$ cat config.mk
export PLATFORM = sky130hd
export DESIGN_NAME = adder_arbiter
export DESIGN_NICKNAME = d
export VERILOG_FILES = /design/src/rtl/adder_arbiter.sv
export SDC_FILE = /design/constraint.sdc
export NUM_CORES = 1
export LEC_CHECK = 0
export CAP_MARGIN = 20
export CORE_ASPECT_RATIO = 1.75
export CORE_MARGIN = 2
export CORE_UTILIZATION = 50
export DETAILED_ROUTE_END_ITERATION = 6
export HOLD_SLACK_MARGIN = 0.15
export PLACE_DENSITY_LB_ADDON = 0.08
export SKIP_LAST_GASP = 1
export SYNTH_ARGS = -nofsm -noshare
export SYNTH_HDL_FRONTEND = slang
export SYNTH_SLANG_ARGS = --single-unit
$ cat constraint.sdc
create_clock -name clk -period 6.2 [get_ports clk]
set_input_delay 1.24 -clock clk [delete_from_list [all_inputs] [get_ports clk]]
set_output_delay 1.24 -clock clk [all_outputs]
set_load 0.02 [all_outputs]
$ cat src/rtl/adder_arbiter.sv
// Two-requester front end serialising signed add/sub operations onto one shared adder.
// IDLE accepts (round-robin on contention), EXEC computes from registered operands, RESP holds the result.
module adder_arbiter #(
  parameter int WIDTH = 8
) (
  input  logic             clk,
  input  logic             rst,
  input  logic             req0_valid,
  output logic             req0_ready,
  input  logic [WIDTH-1:0] req0_x,
  input  logic [WIDTH-1:0] req0_y,
  input  logic             req0_add_sub,
  input  logic             req1_valid,
  output logic             req1_ready,
  input  logic [WIDTH-1:0] req1_x,
  input  logic [WIDTH-1:0] req1_y,
  input  logic             req1_add_sub,
  output logic             rsp_valid,
  input  logic             rsp_ready,
  output logic             rsp_id,
  output logic [WIDTH-1:0] rsp_s,
  output logic             rsp_overflow,
  output logic             rsp_negative,
  output logic             rsp_zero,
  output logic             rsp_cout
);

  localparam logic [1:0] IDLE = 2'd0;
  localparam logic [1:0] EXEC = 2'd1;
  localparam logic [1:0] RESP = 2'd2;

  logic [1:0]       state_q, state_d;
  logic             ptr_q, ptr_d;
  logic [WIDTH-1:0] x_q, x_d;
  logic [WIDTH-1:0] y_q, y_d;
  logic             sub_q, sub_d;
  logic             id_q, id_d;
  logic             rsp_valid_q, rsp_valid_d;
  logic             rsp_id_q, rsp_id_d;
  logic [WIDTH-1:0] rsp_s_q, rsp_s_d;
  logic             ovf_q, ovf_d;
  logic             neg_q, neg_d;
  logic             zero_q, zero_d;
  logic             cout_q, cout_d;

  logic             gnt0, gnt1, in_idle;
  logic [WIDTH-1:0] y_eff;
  logic [WIDTH:0]   sum;

  // Ready is gated by rst so nothing can be accepted while reset is held.
  always_comb begin
    gnt0       = req0_valid && (!req1_valid || !ptr_q);
    gnt1       = req1_valid && (!req0_valid ||  ptr_q);
    in_idle    = (state_q == IDLE) && !rst;
    req0_ready = in_idle && gnt0;
    req1_ready = in_idle && gnt1;
  end

  // Subtract is x + ~y + 1, so the carry-in is the op-select bit.
  always_comb begin
    y_eff = sub_q ? ~y_q : y_q;
    sum   = {1'b0, x_q} + {1'b0, y_eff} + {{WIDTH{1'b0}}, sub_q};
  end

  always_comb begin
    state_d     = state_q;
    ptr_d       = ptr_q;
    x_d         = x_q;
    y_d         = y_q;
    sub_d       = sub_q;
    id_d        = id_q;
    rsp_valid_d = rsp_valid_q;
    rsp_id_d    = rsp_id_q;
    rsp_s_d     = rsp_s_q;
    ovf_d       = ovf_q;
    neg_d       = neg_q;
    zero_d      = zero_q;
    cout_d      = cout_q;
    case (state_q)
      IDLE: begin
        if (req0_ready || req1_ready) begin
          state_d = EXEC;
          ptr_d   = req0_ready;
          x_d     = req1_ready ? req1_x       : req0_x;
          y_d     = req1_ready ? req1_y       : req0_y;
          sub_d   = req1_ready ? req1_add_sub : req0_add_sub;
          id_d    = req1_ready;
        end
      end
      EXEC: begin
        state_d     = RESP;
        rsp_valid_d = 1'b1;
        rsp_id_d    = id_q;
        rsp_s_d     = sum[WIDTH-1:0];
        cout_d      = sum[WIDTH];
        neg_d       = sum[WIDTH-1];
        zero_d      = ~|sum[WIDTH-1:0];
        ovf_d       = (x_q[WIDTH-1] == y_eff[WIDTH-1]) && (sum[WIDTH-1] != x_q[WIDTH-1]);
      end
      RESP: begin
        if (rsp_ready) begin
          state_d     = IDLE;
          rsp_valid_d = 1'b0;
        end
      end
      default: state_d = IDLE;
    endcase
  end

  always_ff @(posedge clk or posedge rst) begin
    if (rst) begin
      state_q     <= IDLE;
      ptr_q       <= 1'b0;
      x_q         <= '0;
      y_q         <= '0;
      sub_q       <= 1'b0;
      id_q        <= 1'b0;
      rsp_valid_q <= 1'b0;
      rsp_id_q    <= 1'b0;
      rsp_s_q     <= '0;
      ovf_q       <= 1'b0;
      neg_q       <= 1'b0;
      zero_q      <= 1'b0;
      cout_q      <= 1'b0;
    end else begin
      state_q     <= state_d;
      ptr_q       <= ptr_d;
      x_q         <= x_d;
      y_q         <= y_d;
      sub_q       <= sub_d;
      id_q        <= id_d;
      rsp_valid_q <= rsp_valid_d;
      rsp_id_q    <= rsp_id_d;
      rsp_s_q     <= rsp_s_d;
      ovf_q       <= ovf_d;
      neg_q       <= neg_d;
      zero_q      <= zero_d;
      cout_q      <= cout_d;
    end
  end

  assign rsp_valid    = rsp_valid_q;
  assign rsp_id       = rsp_id_q;
  assign rsp_s        = rsp_s_q;
  assign rsp_overflow = ovf_q;
  assign rsp_negative = neg_q;
  assign rsp_zero     = zero_q;
  assign rsp_cout     = cout_q;

endmodule
* Word level (Yosys, flattened, before mapping)
Index checks and enable logic that the tools add are counted.
** Word-level totals
- Logic and storage cells :: 51
- Output and inout bits :: 16
- Flip-flop bits (word level) :: 35
- Bits of input ports :: 39
** Operators by class
- Bitwise logic cells :: 1
- Reductions and logical operators :: 20
- Add/sub/neg operators :: 2
- Equality and inequality tests :: 6
- Muxes and demuxes :: 9
** Operators by type and width (number)
- two-way mux 8 bit :: 3
- adder 8 x 8 -> 9 bit :: 1
- adder 9 x 1 -> 9 bit :: 1
- NOT 8 bit :: 1
- OR reduction 8 bit :: 1
- logical AND 1 bit :: 6
- one-hot mux 2 bit (3 select lines) :: 1
- AND reduction 2 bit :: 3
- zero test 1 bit :: 5
- two-way mux 2 bit :: 2
- logical OR 1 bit :: 3
- equality test 2 x 1 -> 1 bit, second input constant :: 1
- equality test 2 bit, second input constant :: 1
- zero test 2 bit :: 1
- two-way mux 1 bit :: 2
- inequality test 2 x 1 -> 1 bit, second input constant :: 1
- inequality test 2 bit, second input constant :: 1
- one-hot mux 1 bit (2 select lines) :: 1
- nonzero test 2 bit :: 1
- equality test 1 bit :: 1
- inequality test 1 bit :: 1

* Depth between registers and ports, before layout
- Depth in word-level cells :: 7
- Mapped depth :: 9

* Worst setup path after synthesis
OpenSTA, ideal clock, no wires.
- Kind :: input to output
- From :: input port rst
- To :: output port req1_ready
- Setup slack :: 2.868 ns
- Data arrival time :: 2.092 ns
- Stages on the path :: 5
- Cells stage by stage :: nor3_1 nand3_1 clkbuf_1 clkbuf_1 inv_1
** On the way
- Word-level cells in the longest chain between the ends :: 3
** Ends and longest elaborated chain
- from (decl) :: RTL line 7 : input logic rst,
- zero test 1 bit (no source line)
- logical AND 1 bit :: RTL line 54 : in_idle = (state_q == IDLE) && !rst;
- logical AND 1 bit :: RTL line 56 : req1_ready = in_idle && gnt1;
- to (decl) :: RTL line 14 : output logic req1_ready,
No other way between the ends.

* Final worst setup path
- From :: input port rst
- To :: output port req0_ready
** On the way
- Word-level cells in the longest chain between the ends :: 3
** Ends and longest elaborated chain
- zero test 1 bit (no source line)
- logical AND 1 bit :: RTL line 54
- logical AND 1 bit :: RTL line 55 : req0_ready = in_idle && gnt0;
- to (decl) :: RTL line 9 : output logic req0_ready,
No other way between the ends.

==> qor.yml <==
status: "finished clean"
hold_depth: 2
cts_hold_buf: 0
grt_pass1_wl_um: 7020
layout_common_cells: "clkdlybuf4s50_1, nand2_1, dfrtp_1, nor2_1, a31oi_1"
maxCapViolCount: 0
finalCriticalPeriod_ns: 4.45
synth.top_cell.area_share_pct: 46.7
min_period_over_period_pct: 71.8
detail_route.iter0.violations: 44
power_leakage_uw: 0.00112
ctsLongestPathBuffers: 2
tightestPinTransition_ns: 0.609
post-place-ws_ns: 1.73
row_count: 29
dp_cells: 296
cp.arrival_ns: 3.21
drv_slew: 0
cts_tree: "done"
htreeDepth: 2
clk_latency_ns: 0.29
setup_violations: 0
r2r_end: "rsp_zero"
grt_use_met1_pct: 24.4
synthCells: 204
grt_util_met2_pct: 38.2
cp-start-kind: "input pin"
initial_core_util_pct: 51.2
dieArea_mm2: 0.00416
grt_max_degree: 38
n_antenna_cell: 0
place_area_mm2: 0.00237
port-buffer-count: 54
hpwl_um: 2900
route.detailed.drc: 0
core_mm2: 0.00356
r2r_slack_ns: 3.69
post_cts_resized: 0
first_global_vias: 1602
rsz0062_at_grt: "no"
power_density_mw_per_mm2: 607
synth_ff_type: "dfrtp_1"
r2r-start: "sub_q"
die_x_um: 49.6
critPathMaxFanout: 21
hold_path.class: "reg -> reg"
cts.clk_slew.worst_paths_ns: 0.07
postRouteAntennaNets: 0
utilization_pct: 69.8
clock_sinks: 34
yosysUniqueCellTypes: 34
busiest_layer: "met2"
end_kind: "output port"
cts_made_buffers: 5
cts_root_buffer: "clkbuf_8"
slew_headroom_pct: 59.4
grt.overflow.total: 0
grt_use_total_pct: 21.8
postCtsSetupBuffers: 0
met3_usage_pct: 5.02
hold_end: "rsp_id"
reg2regPathDepth: 8
syn_to_final_growth_pct: 36.3
wl_per_cell_um: 12.4
hold_viol_final: 0
synthTopCellsByArea: "dfrtp_1, nand2_1, a31oi_1"
io_pins: 55
final-instance-count-excl-fill: 304
crit_type: "in -> out"
vias: 1573
final_area_mm2: 0.00248
synth_nets: 251
dr.pass1.iters: 4
ir_worst_vdd_mv: 0.387
ys_warn_count: 0
worst_slack_ns: 1.75
synth_edf_count: 0
setup-tns-final_ns: 0
nets: 304
cp.required_ns: 4.96
viasPerCell: 5.17
gp_congestion: 0.794
skew_ns: 0.00517
syn_area_mm2: 0.00182
grt_antenna_before_repair: 0
fmax_ghz: 0.225
synth-async-reset-ratio_pct: 100
drive_above_1_share_pct: 5.43
mostFrequentLayoutCell: "clkdlybuf4s50_1"
synth_top_area_cell: "dfrtp_1"
drt-total-wl_um: 3770
synth-seq-area-share_pct: 46.7
syn_avg_cell_area_um2: 8.93
die_h_um: 83.9
synth_seq_cells: 34
min-delay-start: "id_q"
nFillCells: 326
[power breakdown]
group	internal, uW	switching [uW]	leakage [uW]	total [uW]
logic	413	480	0.000658	894
registers	332	83.6	0.000407	415
clock network	118	80.5	0.0000579	199
[cells by family (layout without fill, tap and decap cells)]
| family | count (synthesis) | count (layout) | share of synthesized area, % |
|---|---|---|---|
| AO/OA/AOI/OAI | 43 | 43 | 15.5 |
| XOR/XNOR | 14 | 14 | 6.73 |
| adder cells (fa/ha/maj) | 8 | 8 | 5.91 |
| buffers and inverters | 17 | 71 | 5.01 |
| flip-flops | 34 | 34 | 46.7 |
| multiplexers | 1 | 1 | 0.755 |
| AND/OR/NAND/NOR | 87 | 87 | 19.4 |
[worst max path at each step]
| stage | start | depth (start not counted) | endpoint | slack [ns] |
|---|---|---|---|---|
| floorplan | rst | 5 | req1_ready | 2.87 |
| global placement | rst | 6 | req0_ready | 1.75 |
| detailed placement | rst | 6 | req0_ready | 1.73 |
| CTS | rst | 6 | req0_ready | 1.73 |
| global route | rst | 6 | req0_ready | 1.54 |
| finish | rst | 6 | req0_ready | 1.75 |
[worst max-delay path, cell delays in order]
cell	delay [ns]
clkdlybuf4s50_1	0.42
nor3_1	0.26
nand3_1	0.11
buf_4	0.21
clkinv_1	0.28
clkdlybuf4s50_1	0.67
[per-layer routing]
metal  routed length [um]  vias up
met4                  114        0
met1                 1410      728
met3                  140        9
met5                    0        -
li1                     -      794
met2                 2100       42
[registers in the layout (all words and copies together), names as in the netlist]
| signal | count |
|---|---|
| rsp_s | 8 |
| x_q | 8 |
| y_q | 8 |
| state_q | 2 |
| id_q | 1 |
| ptr_q | 1 |
| rsp_cout | 1 |
| rsp_id | 1 |
| rsp_overflow | 1 |
| rsp_valid | 1 |
| rsp_zero | 1 |
| sub_q | 1 |
[cell type report]
cell class | instances | area [um^2] | share of cell area, %
clock inverters | 3 | 40.0 | 1.61
repair buffers | 57 | 563 | 22.7
well taps | 46 | 57.6 | 2.32
multi-input cells | 153 | 880 | 35.4
inverters | 6 | 22.5 | 0.907
clock buffers | 5 | 68.8 | 2.77
flip-flops and latches | 34 | 851 | 34.3
[stage by stage]
step / hold slack, ns / power [uW]
2_1_floorplan: 0.439 / 1080
3_3_place_gp: 0.459 / 1280
3_5_place_dp: 0.461 / 1310
4_1_cts: 0.478 / 1510
5_1_grt: 0.503 / 1650
6_report: 0.476 / 1510
[cells in the mapped netlist, types with 2 or more instances]
cell,n
nand2_1,53
dfrtp_1,34
nor2_1,23
a31oi_1,17
o21ai_0,9
xor2_1,9
ha_1,7
clkbuf_1,6
a21oi_1,5
inv_1,5
nand2b_1,5
xnor2_1,5
buf_6,3
nand3_1,2
o31ai_1,2
(Power assumes the default switching activity.)
==> patch 1, RTL diff (same settings) <==
Put one more register stage on the output `rsp_overflow`, cleared by the reset. The value now appears one clock later. The other outputs are not delayed to match.
--- a/src/rtl/adder_arbiter.sv
+++ b/src/rtl/adder_arbiter.sv
@@ -142,7 +142,13 @@
   assign rsp_valid    = rsp_valid_q;
   assign rsp_id       = rsp_id_q;
   assign rsp_s        = rsp_s_q;
-  assign rsp_overflow = ovf_q;
+  always_ff @(posedge clk or posedge rst) begin
+    if (rst) begin
+      rsp_overflow <= '0;
+    end else begin
+      rsp_overflow <= ovf_q;
+    end
+  end
   assign rsp_negative = neg_q;
   assign rsp_zero     = zero_q;
   assign rsp_cout     = cout_q;
Formal check against the unedited RTL: not equivalent (a bounded check fails within 4 cycles, from zero or initial values and one cycle with rst high).
==> patch 1 against the unedited design <==
Final area up 1.4%; sequential cell count increased by 1; cell count rose by 0.33%; power fell by 0.85%; area after synthesis increased by 1.4%; critical path type unchanged; global-route usage is 2.0 points lower; worst setup slack worse by 0.35 ns; routed wire length down 6.0%.
==> patch 1: results (changes against the unedited design) <==
grt.met1_usage: 0.214  # was 0.244
rrSetupSlack_ns: 3.71  # was 3.69 ns
grt_pass1_wl_um: 6610  # was 7020 um
dp_hpwl_um: 2820  # was 2900 um
ys_seq_area_frac: 0.474  # was 0.467
max_stage_delay_ns: 0.63  # was 0.67 ns
irDropWorstVdd_mv: 0.286  # was 0.387 mV
power.internal_mw: 0.881  # was 0.863 mW
wl_met1_um: 1380  # was 1410 um
p_seq_frac: 0.283  # was 0.275
status: "finished, final reports clean"  # unchanged
routed_via_density: 5.09  # was 5.17
tightestPinTransition_ns: 0.755  # was 0.609 ns
met3_length_um: 132  # was 140 um
dr.first_iter.drc_count: 11  # was 44
syn_inst: 205  # was 204
layout-drive-gt1-share: 0.0541  # was 0.0543
gp_congestion: 0.842  # was 0.794
hold-path-endpoint: "rsp_overflow$_DFF_PP0_"  # was rsp_id$_DFFE_PP0P_
min_from: "ovf_q$_DFFE_PP0P_"  # was id_q$_DFFE_PP0P_
final_nets: 305  # was 304
p_leak_nw: 1.14  # was 1.12 nW
min_delay_path_depth: 0  # was 2
synth_common_cells: "nand2_1 (53), dfrtp_1 (35), nor2_1 (23)"  # was nand2_1 (53), dfrtp_1 (34), nor2_1 (23)
place_area_um2: 2400  # was 2370 um^2
patch 1: cell types whose count changed after synthesis, sizes merged:
cell   change
dfrtp      +1
patch 1: kinds of logic after synthesis:
logic type	synth area share
compound gates	0.153
xor+xnor	0.0664
fa+ha+maj	0.0583
flops	0.474
buf+inv	0.0495
simple gates	0.191
mux	0.00745
patch 1: stage by stage:
stage | util | hold WS, ns
3_3_place_gp | 0.668 | 0.361
6_report | 0.700 | 0.409
2_1_floorplan | - | 0.354
4_1_cts | 0.700 | 0.403
3_5_place_dp | 0.668 | 0.386
5_1_grt | 0.700 | 0.409
patch 1: layout make-up:
class / count / area (um^2)
fillers: 290 / 1080
repair buffers: 57 / 563
inverters: 6 / 22.5
flip-flops and latches: 35 / 876
multi-input cells: 153 / 880
clock inverters: 2 / 35.0
clock buffers: 6 / 82.6
well taps: 46 / 57.6
==> patch 2, RTL diff (same flow settings) <==
Without the edit above. Set the parameter `WIDTH` to 12 (it was 8).
--- a/src/rtl/adder_arbiter.sv
+++ b/src/rtl/adder_arbiter.sv
@@ -1,7 +1,7 @@
 // Two-requester front end serialising signed add/sub operations onto one shared adder.
 // IDLE accepts (round-robin on contention), EXEC computes from registered operands, RESP holds the result.
 module adder_arbiter #(
-  parameter int WIDTH = 8
+  parameter int WIDTH = 12
 ) (
   input  logic             clk,
   input  logic             rst,
Interface: changed (5 resized); port bits go from 55 to 75. The function was not compared with the original's and may differ.
==> patch 2 against the unedited design <==
Via count up 52%; area after synthesis increased by 47%; routed wire length is 58% higher; hold slack improved by 0.0031 ns; core utilization down 0.54 points; worst setup slack improved by 0.23 ns; critical path depth stayed put; power increased by 57%; final area grew 45%; sequential cell count grew 12; largest power group unchanged; highest routed layer unchanged.
==> patch 2: results (changes against the unedited design) <==
status: "finished, final reports clean"  # unchanged
grt.met1_usage: 0.254  # was 0.244
yosysWarnings: 0  # unchanged
hold_class: "register to register"  # unchanged
reg2regPathDepth: 9  # was 8
use_met3: 0.0295  # was 0.0502
port_buffers: 74  # was 54
cts_buffer_depth: 2  # unchanged
synth_fa_ha_area_frac: 0.0588  # was 0.0591
r2r_end: "rsp_zero$_DFFE_PP0P_"  # unchanged
clk_pin_slew_ns: 0.08
ys_seq_area_frac: 0.429  # was 0.467
ys_top_cells_by_area: "dfrtp_1 (43%), nand2_1 (9.9%), a31oi_1 (5.8%), ha_1 (5.1%), nor2_1 (4.6%)"  # was dfrtp_1 (47%), nand2_1 (11%), a31oi_1 (5.8%), ha_1 (4.8%), nor2_1 (4.7%)
cp_max_fo: 29  # was 21
irDropWorstVdd_mv: 0.322  # was 0.387 mV
cp.arrival_ns: 2.98  # was 3.21 ns
syn_inst: 309  # was 204
max_stage_delay_ns: 0.60  # was 0.67 ns
wire_per_inst_um: 13.7  # was 12.4 um
dr.first_iter.drc_count: 49  # was 44
worstReg2RegStart: "sub_q$_DFFE_PP0P_"  # unchanged
grt_max_degree: 54  # was 38
fill_cells: 453  # was 326
grt_pass1_wl_um: 10400  # was 7020 um
synth_nets: 376  # was 251
powerClk_mw: 0.273  # was 0.199 mW
routed_via_density: 5.51  # was 5.17
dp_hpwl_um: 4630  # was 2900 um
tightestPinTransition_ns: 0.879  # was 0.609 ns
cts_htree_levels: 2  # unchanged
p_sw_frac: 0.450  # was 0.427
p_sw_mw: 1.06  # was 0.644 mW
startpoint_type: "primary input"  # unchanged
synth_common_cells: "nand2_1 (71), dfrtp_1 (46), nor2_1 (33)"  # was nand2_1 (53), dfrtp_1 (34), nor2_1 (23)
synth-compound-area-share: 0.183  # was 0.155
gp_congestion: 0.828  # was 0.794
routed_wl_um: 5950  # was 3770 um
dp.cells: 427  # was 296
place_area_um2: 3470  # was 2370 um^2
period_needed_ns: 4.22  # was 4.45 ns
final_nets: 446  # was 304
muxShareOfSynthArea: 0.0303  # was 0.00755
rrSetupSlack_ns: 3.24  # was 3.69 ns
dp_slack_ns: 1.97  # was 1.73 ns
cts_root_buf: "clkbuf_8"  # unchanged
first_pass_iters: 4  # unchanged
p_leak_nw: 1.61  # was 1.12 nW
grt_pass1_vias: 2410  # was 1602
use_met2: 0.416  # was 0.382
fin_skew_ns: 0.00642  # was 0.00517 ns
yosysUniqueCellTypes: 49  # was 34
synth-main-ff-cell: "dfrtp_1"  # unchanged
min_delay_path_depth: 2  # unchanged
layout-drive-gt1-share: 0.0632  # was 0.0543
antenna_cells: 0  # unchanged
synth_xor_area_frac: 0.0522  # was 0.0673
p_seq_frac: 0.240  # was 0.275
track_usage: 0.223  # was 0.218
==> patch 2: worst max-delay path, delay by kind of cell <==
| family | cells | cell delay (ns) |
|---|---|---|
| buffers and inverters | 4 | 1.34 |
| and+or+nand+nor | 2 | 0.38 |
==> patch 2: kinds of logic after synthesis <==
logic type	count (synthesis)
multiplexers	7
AND/OR/NAND/NOR	129
AO/OA/AOI/OAI	72
adder cells (fa/ha/maj)	12
XOR/XNOR	16
flip-flops	46
buffers and inverters	27
==> patch 2: layout make-up <==
| cell class | instances | area, um^2 | share of cell area |
|---|---|---|---|
| multi-input combinational | 236 | 1430 | 0.397 |
| timing repair buffer | 78 | 771 | 0.214 |
| sequential | 46 | 1150 | 0.319 |
| clock inverter | 2 | 60.1 | 0.0166 |
| inverter | 12 | 45.0 | 0.0125 |
| tap | 55 | 68.8 | 0.0191 |
| clock buffer | 6 | 82.6 | 0.0229 |
==> patch 2: how the worst min path moves through the flow <==
stage	from	endpoint	slack (ns)
2_1_floorplan	id_q$_DFFE_PP0P_	id_q$_DFFE_PP0P_	0.44
3_3_place_gp	rsp_s[5]$_DFFE_PP0P_	rsp_s[5]$_DFFE_PP0P_	0.46
3_5_place_dp	rsp_s[4]$_DFFE_PP0P_	rsp_s[4]$_DFFE_PP0P_	0.46
4_1_cts	rsp_s[4]$_DFFE_PP0P_	rsp_s[4]$_DFFE_PP0P_	0.48
5_1_grt	id_q$_DFFE_PP0P_	id_q$_DFFE_PP0P_	0.51
6_report	rsp_s[1]$_DFFE_PP0P_	rsp_s[1]$_DFFE_PP0P_	0.48
==> patch 2: layer usage <==
metal | vias to the layer above | share of wire
li1 | 1209 | -
met1 | 1129 | 0.39
met2 | 52 | 0.57
met3 | 5 | 0.028
met4 | 0 | 0.012
met5 | - | 0
